===== config.mk =====
export PLATFORM = sky130hd
export DESIGN_NAME = io_intc
export DESIGN_NICKNAME = d
export VERILOG_FILES = /design/src/rtl/io_intc_pkg.sv /design/src/rtl/intc_sync_edge.sv /design/src/rtl/io_intc.sv
export SDC_FILE = /design/constraint.sdc
export NUM_CORES = 1
export LEC_CHECK = 0
export CAP_MARGIN = 5
export CORE_ASPECT_RATIO = 1.5
export CORE_MARGIN = 2
export CORE_UTILIZATION = 33
export DETAILED_ROUTE_END_ITERATION = 8
export PLACE_DENSITY = 0.88
export SLEW_MARGIN = 15
export SYNTH_ARGS = -nofsm -noshare
export SYNTH_HDL_FRONTEND = slang
export SYNTH_SLANG_ARGS = --single-unit

===== constraint.sdc =====
create_clock -name clk -period 1.4 [get_ports clk]
set_input_delay 0.28 -clock clk [delete_from_list [all_inputs] [get_ports clk]]
set_output_delay 0.28 -clock clk [all_outputs]
set_load 0.03 [all_outputs]

===== src/rtl/io_intc_pkg.sv =====
// rtl/io_intc_pkg.sv - shared constants and types for the io_intc interrupt controller
// Purpose: register word addresses, controller state encoding, interrupt id width.
// Ports: none (package).
package io_intc_pkg;

  localparam int ID_W = 4;

  localparam logic [13:0] ADDR_PEND  = 14'h3E88;
  localparam logic [13:0] ADDR_ENAB  = 14'h3E89;
  localparam logic [13:0] ADDR_MODE  = 14'h3E8A;
  localparam logic [13:0] ADDR_CLAIM = 14'h3E8B;
  localparam logic [13:0] ADDR_STAT  = 14'h3E8C;

  typedef enum logic [1:0] {
    ST_IDLE    = 2'd0,
    ST_REQ     = 2'd1,
    ST_SERVICE = 2'd2
  } intc_state_e;

endpackage


===== src/rtl/intc_sync_edge.sv =====
// rtl/intc_sync_edge.sv - multi-flop synchronizer with rising-edge detect for one async line
// Purpose: bring an asynchronous interrupt line into the clk domain and flag 0->1 transitions.
// Ports:
//   clk, rst_n   - clock, asynchronous active-low reset
//   async_in     - raw asynchronous input
//   sync_out     - synchronized level (valid SYNC_STAGES edges after the input)
//   rise         - one-cycle pulse on a 0->1 transition of sync_out
module intc_sync_edge #(
  parameter int SYNC_STAGES = 2
) (
  input  logic clk,
  input  logic rst_n,
  input  logic async_in,
  output logic sync_out,
  output logic rise
);

  logic [SYNC_STAGES-1:0] sync_q;
  logic                   prev_q;
  // Arming shift register: the edge detector only trusts prev_q once both it
  // and the synchronizer hold real samples, so a line already high when reset
  // releases does not look like a fresh edge.
  logic [SYNC_STAGES:0]   arm_q;

  always_ff @(posedge clk or negedge rst_n) begin
    if (!rst_n) begin
      sync_q <= '0;
      prev_q <= 1'b0;
      arm_q  <= '0;
    end else begin
      sync_q <= {sync_q[SYNC_STAGES-2:0], async_in};
      prev_q <= sync_q[SYNC_STAGES-1];
      arm_q  <= {arm_q[SYNC_STAGES-1:0], 1'b1};
    end
  end

  assign sync_out = sync_q[SYNC_STAGES-1];
  assign rise     = arm_q[SYNC_STAGES] & sync_out & ~prev_q;

endmodule


===== src/rtl/io_intc.sv =====
// rtl/io_intc.sv - memory-mapped interrupt controller with claim/complete handshake
// Purpose: latch, mask and prioritise the timer request and NUM_EXT external
//   lines, present one registered request to the CSR unit, and sit in the IO-bus
//   read chain behind the timer.
// Ports:
//   clk, rst_n                      - clock, asynchronous active-low reset
//   dma_io_we/wadr/wdata            - register write port (word address)
//   dma_io_radr/radr_en             - register read port (word address)
//   dma_io_rdata_in / dma_io_rdata  - upstream read data in, chained read data out
//   timer_irq                       - timer level request (clk domain), id 1
//   ext_irq[NUM_EXT-1:0]            - asynchronous external lines, ids 2..NUM_EXT+1
//   csr_meie                        - global external-interrupt enable
//   int_req, int_id                 - registered request and requested/in-service id
module io_intc
  import io_intc_pkg::*;
#(
  parameter int NUM_EXT     = 4,
  parameter int SYNC_STAGES = 2
) (
  input  logic               clk,
  input  logic               rst_n,
  input  logic               dma_io_we,
  input  logic [15:2]        dma_io_wadr,
  input  logic [31:0]        dma_io_wdata,
  input  logic [15:2]        dma_io_radr,
  input  logic               dma_io_radr_en,
  input  logic [31:0]        dma_io_rdata_in,
  output logic [31:0]        dma_io_rdata,
  input  logic               timer_irq,
  input  logic [NUM_EXT-1:0] ext_irq,
  input  logic               csr_meie,
  output logic               int_req,
  output logic [ID_W-1:0]    int_id
);

  logic [NUM_EXT-1:0] ext_sync;
  logic [NUM_EXT-1:0] ext_rise;

  for (genvar g = 0; g < NUM_EXT; g++) begin : g_sync
    intc_sync_edge #(.SYNC_STAGES(SYNC_STAGES)) u_sync (
      .clk      (clk),
      .rst_n    (rst_n),
      .async_in (ext_irq[g]),
      .sync_out (ext_sync[g]),
      .rise     (ext_rise[g])
    );
  end

  // Bit i of the pending/enable/mode vectors belongs to id i+1; bit 0 is the timer.
  logic [NUM_EXT:0] enab_q;
  logic [NUM_EXT:1] mode_q;
  logic [NUM_EXT:1] pend_q;
  logic [NUM_EXT:1] pend_d;
  logic [NUM_EXT:0] pending;
  logic [NUM_EXT:0] active;

  intc_state_e     state_q, state_d;
  logic            int_req_d;
  logic [ID_W-1:0] int_id_d;
  logic [ID_W-1:0] win_id;
  logic            any_act;

  logic        rd_hit_q;
  logic [31:0] rd_data_q;
  logic [31:0] rd_mux;
  logic        rd_hit;

  logic unused_wdata;
  assign unused_wdata = ^dma_io_wdata[31:NUM_EXT+1];

  // The timer is already in the clk domain, so its pending bit is the live level.
  assign pending = {pend_q, timer_irq};
  assign active  = pending & enab_q;
  assign any_act = |active;

  wire wr_pend  = dma_io_we && (dma_io_wadr == ADDR_PEND);
  wire wr_enab  = dma_io_we && (dma_io_wadr == ADDR_ENAB);
  wire wr_mode  = dma_io_we && (dma_io_wadr == ADDR_MODE);
  wire claim_rd = dma_io_radr_en && (dma_io_radr == ADDR_CLAIM);
  wire claim    = claim_rd && (state_q == ST_REQ);
  wire complete = dma_io_we && (dma_io_wadr == ADDR_CLAIM) &&
                  (state_q == ST_SERVICE) && (dma_io_wdata[ID_W-1:0] == int_id);

  // Lowest id wins: scan from the top so the lowest active bit is written last.
  always_comb begin
    win_id = '0;
    for (int i = NUM_EXT; i >= 0; i--) begin
      if (active[i]) win_id = ID_W'(i + 1);
    end
  end

  // Edge bits: set beats clear, so an edge landing with a W1C or claim is kept.
  always_comb begin
    pend_d = pend_q;
    for (int i = 1; i <= NUM_EXT; i++) begin
      if (mode_q[i]) begin
        pend_d[i] = ext_rise[i-1] |
                    (pend_q[i] & ~((wr_pend & dma_io_wdata[i]) |
                                   (claim & (int_id == ID_W'(i + 1)))));
      end else begin
        pend_d[i] = ext_sync[i-1];
      end
    end
  end

  always_ff @(posedge clk or negedge rst_n) begin
    if (!rst_n) begin
      enab_q <= '0;
      mode_q <= '0;
      pend_q <= '0;
    end else begin
      pend_q <= pend_d;
      if (wr_enab) enab_q <= dma_io_wdata[NUM_EXT:0];
      if (wr_mode) mode_q <= dma_io_wdata[NUM_EXT:1];
    end
  end

  // State register (also registers the request outputs).
  always_ff @(posedge clk or negedge rst_n) begin
    if (!rst_n) begin
      state_q <= ST_IDLE;
      int_req <= 1'b0;
      int_id  <= '0;
    end else begin
      state_q <= state_d;
      int_req <= int_req_d;
      int_id  <= int_id_d;
    end
  end

  // Next state.
  always_comb begin
    state_d = state_q;
    case (state_q)
      ST_IDLE:    if (csr_meie && any_act) state_d = ST_REQ;
      ST_REQ: begin
        if (claim)                       state_d = ST_SERVICE;
        else if (!(csr_meie && any_act)) state_d = ST_IDLE;
      end
      ST_SERVICE: if (complete)          state_d = ST_IDLE;
      default:                           state_d = ST_IDLE;
    endcase
  end

  // Outputs: in REQ the id tracks the current winner so a higher-priority
  // arrival preempts before claim; in SERVICE the claimed id is held.
  always_comb begin
    int_req_d = 1'b0;
    int_id_d  = '0;
    case (state_d)
      ST_REQ: begin
        int_req_d = 1'b1;
        int_id_d  = win_id;
      end
      ST_SERVICE: int_id_d = int_id;
      default: ;
    endcase
  end

  always_comb begin
    rd_hit = 1'b1;
    rd_mux = '0;
    case (dma_io_radr)
      ADDR_PEND:  rd_mux = 32'(pending);
      ADDR_ENAB:  rd_mux = 32'(enab_q);
      ADDR_MODE:  rd_mux = 32'({mode_q, 1'b0});
      ADDR_CLAIM: rd_mux = (state_q == ST_REQ) ? 32'(int_id) : 32'd0;
      ADDR_STAT:  rd_mux = {24'd0, int_id, state_q, int_req, csr_meie};
      default:    rd_hit = 1'b0;
    endcase
  end

  always_ff @(posedge clk or negedge rst_n) begin
    if (!rst_n) begin
      rd_hit_q  <= 1'b0;
      rd_data_q <= '0;
    end else begin
      rd_hit_q <= dma_io_radr_en && rd_hit;
      if (dma_io_radr_en && rd_hit) rd_data_q <= rd_mux;
    end
  end

  assign dma_io_rdata = rd_hit_q ? rd_data_q : dma_io_rdata_in;

endmodule


==> flow_summary.json <==
{
  "detail_route.first_pass.iterations": 4,
  "final_cell_mix": "52 x buf_4, 41 x clkdlybuf4s50_1, 40 x dfrtp_1",
  "rows": 36,
  "drcViolationCount": 0,
  "r2r_start": "int_id[0]",
  "grt.overflow.total": 0,
  "port_buffers": 110,
  "dieArea_mm2": 0.007320,
  "track_usage_pct": 20.18,
  "min_period_ns": 1.664,
  "total_power_mw": 3.019,
  "ys_seq_area_share_pct": 47.97,
  "cts_tree": "done",
  "cts_buffers": 5,
  "dpl.hpwl_um": 5378,
  "die_w_um": 70.53,
  "crit_chain": "bufbuf_16, nor2b_1, buf_4",
  "synth_area_leader_cell": "dfrtp_1",
  "cts_root_buf": "clkbuf_8",
  "finalHoldViolCount": 0,
  "grt_pass1_vias": 2439,
  "seq_power_share_pct": 41.5,
  "status": "complete, but fails checks",
  "clkPwrFrac_pct": 38.2,
  "floorplan.core_area_mm2": 0.006441,
  "dpl_cell_area_mm2": 0.003492,
  "insertedDiodeCount": 0,
  "pin_count": 139,
  "layout-drive-gt1-share_pct": 37.27,
  "wl_um": 7552,
  "combPwrFrac_pct": 20.3,
  "gp_congestion": 0.9039,
  "finalSetupTns_ns": -7.336,
  "reg2reg_to": "int_id[1]",
  "syn_nets": 324,
  "reg2reg_depth": 5,
  "utilization_pct": 62.68,
  "rsz0062_at_grt": "true",
  "clock_sinks": 42,
  "synth_area_per_cell_um2": 9.869,
  "ff2ff_setup_slack_ns": -0.04,
  "startpoint": "rd_hit_q",
  "fin_area_mm2": 0.004038,
  "slowest_delay_ns": 0.47,
  "finalCritPeriodShare_pct": 118.8,
  "start_util_pct": 34.01,
  "fmax_mhz": 601.1,
  "setup_ws_ns": -0.2637,
  "grt_pass1_wl_um": 11610,
  "final_antenna_net_count": 0,
  "total_leakage_power_nw": 1.902,
  "synthTopCellsByArea": "dfrtp_1 48%, nor2b_1 10%, mux2_2 7.2%",
  "worst_path_max_delay_cell": "dfrtp_2",
  "drt_iter0_markers": 84,
  "dp_slack_ns": -0.7072,
  "num_vias": 2284,
  "setup_violations": 38,
  "avgRoutedWirePerCell_um": 16.82,
  "finalMaxSlewViolations": 0,
  "routed_via_density": 5.087,
  "netlist_area_mm2": 0.002191,
  "intPower_mw": 2.291,
  "finClkSkew_ns": 0.007222,
  "cts_buffer_depth": 2,
  "p_sw_uw": 727.9,
  "synth-seq-cells": 42,
  "grt_start_max_net_pins": 28,
  "area_growth_syn_to_layout_pct": 84.29,
  "cp.required_ns": 1.12,
  "synth_cell_type_count": 42,
  "critical_path.max_fanout": 16,
  "crit_arrival_ns": 1.38,
  "layout_commonest_cell": "buf_4",
  "netSwitchingFraction_pct": 24.11,
  "clk_latency_ns": 0.30,
  "peakVddDrop_mv": 0.7448,
  "path_clk_slew_ns": 0.08,
  "critPathCaptureType": "output pin",
  "cp-endpoint": "dma_io_rdata[24]",
  "synth_top_area_share_pct": 47.97,
  "antenna_found_initial": 0,
  "die_h_um": 103.8,
  "drv_cap": 0,
  "cts.htree.levels": 2,
  "nets": 474,
  "syn_inst": 222,
  "yosysWarningCount": 0,
  "worst-setup-path-type": "reg2out",
  "p_per_area_mw_per_mm2": 747.7,
  "hold_class": "reg2reg",
  "startpoint_type": "register",
  "violations": "negative setup slack"
}
-- logic make-up (layout without fill, tap and decap cells) --
group | Yosys count | count (layout) | synth area share, %
flops | 42 | 42 | 47.97
buf+inv | 15 | 166 | 2.913
xor+xnor | 3 | 3 | 1.200
mux | 17 | 17 | 8.567
other cells | 2 | 2 | 0.3428
simple gates | 99 | 99 | 26.44
compound gates | 44 | 44 | 12.56
-- cell type report --
class                      count  area, µm²
inverter                       6      22.52
clock inverter                 3      68.82
timing repair buffer         152       1434
sequential                    42       1054
fill                         497       2404
tap                           76      95.09
multi-input combinational    165       1295
clock buffer                   5      68.82
-- worst max-delay path, delay by kind of cell, from the launching register on --
family | cells | cell delay (ns)
buffers and inverters | 2 | 0.48
flip-flops | 1 | 0.47
AND/OR/NAND/NOR | 1 | 0.14
-- power groups by stage --
stage / logic, mW / clock network, mW / registers [mW]
finish: 0.613 / 1.15 / 1.25
floorplan: 0.210 / 0 / 1.27
global route: 0.649 / 1.23 / 1.26
detailed placement: 0.577 / 0 / 1.28
CTS: 0.585 / 1.17 / 1.25
global placement: 0.567 / 0 / 1.28
-- how the worst min path moves through the flow --
stage,from,end,slack (ns),depth (start not counted)
after floorplan,rst_n,enab_q[0],-0.02,0
after global placement,rst_n,g_sync[0].u_sync.sync_q[0],0.21,1
after detailed placement,rst_n,g_sync[0].u_sync.sync_q[0],0.22,1
after CTS,g_sync[0].u_sync.sync_q[0],g_sync[0].u_sync.sync_q[1],0.36,0
after global routing,g_sync[3].u_sync.arm_q[0],g_sync[3].u_sync.arm_q[1],0.36,0
final,g_sync[0].u_sync.sync_q[0],g_sync[0].u_sync.sync_q[1],0.35,0
-- timing repair --
item	CTS	global route
hold endpoints to repair	15	0
setup buffers	12	2
gates resized for setup	79	47
hold buffers	1	0
endpoints found under the setup margin	60	55
gates cloned	2	0
pin swaps	21	16
-- metrics by stage --
step / hold slack [ns] / cells
after floorplan: -0.01559 / 222
after global placement: 0.2112 / 424
after detailed placement: 0.2221 / 424
after CTS: 0.3574 / 447
after global routing: 0.3631 / 449
final: 0.3536 / 449
-- cell usage after synthesis --
library cell   n
dfrtp_1       42
nor2b_1       35
nand2_1       23
mux2_2        14
nor2_1        11
o21ai_0       11
a31oi_1        9
a21oi_1        8
inv_1          6
clkbuf_1       5
nand3_1        4
nand4_1        4
nor3b_1        4
o21ai_1        4
and3_1         3
buf_2          3
mux2i_1        3
xnor2_1        3
a221oi_1       2
a22oi_1        2
a32o_1         2
and3b_1        2
and4_1         2
conb_1         2
a22o_1         1
a32oi_1        1
a41o_1         1
and2_1         1
and4bb_2       1
buf_4          1
nand2b_1       1
nand3b_1       1
nand4b_1       1
nor3_1         1
nor3b_2        1
nor4_1         1
nor4_2         1
nor4b_2        1
o21a_1         1
o21bai_1       1
o2bb2ai_1      1
or4_4          1
-- sequential cells by signal (all words and copies together), names as in the netlist --
register              flops
g_sync.u_sync.arm_q       3
enab_q                    5
g_sync.u_sync.sync_q      8
int_id                    3
mode_q                    4
g_sync.u_sync.prev_q      4
pend_q                    4
int_req                   1
rd_data_q                 7
rd_hit_q                  1
state_q                   2
-- layer usage --
| metal | global-route usage (%) | routed length, µm | vias up |
|---|---|---|---|
| met1 | 18.81 | 2447 | 1067 |
| met4 | 9.341 | 254 | 0 |
| li1 | - | - | 1085 |
| met2 | 39.22 | 4250 | 109 |
| met5 | 0 | 0 | - |
| met3 | 5.156 | 600 | 23 |
Note: power is estimated with default switching activity, not from simulation.
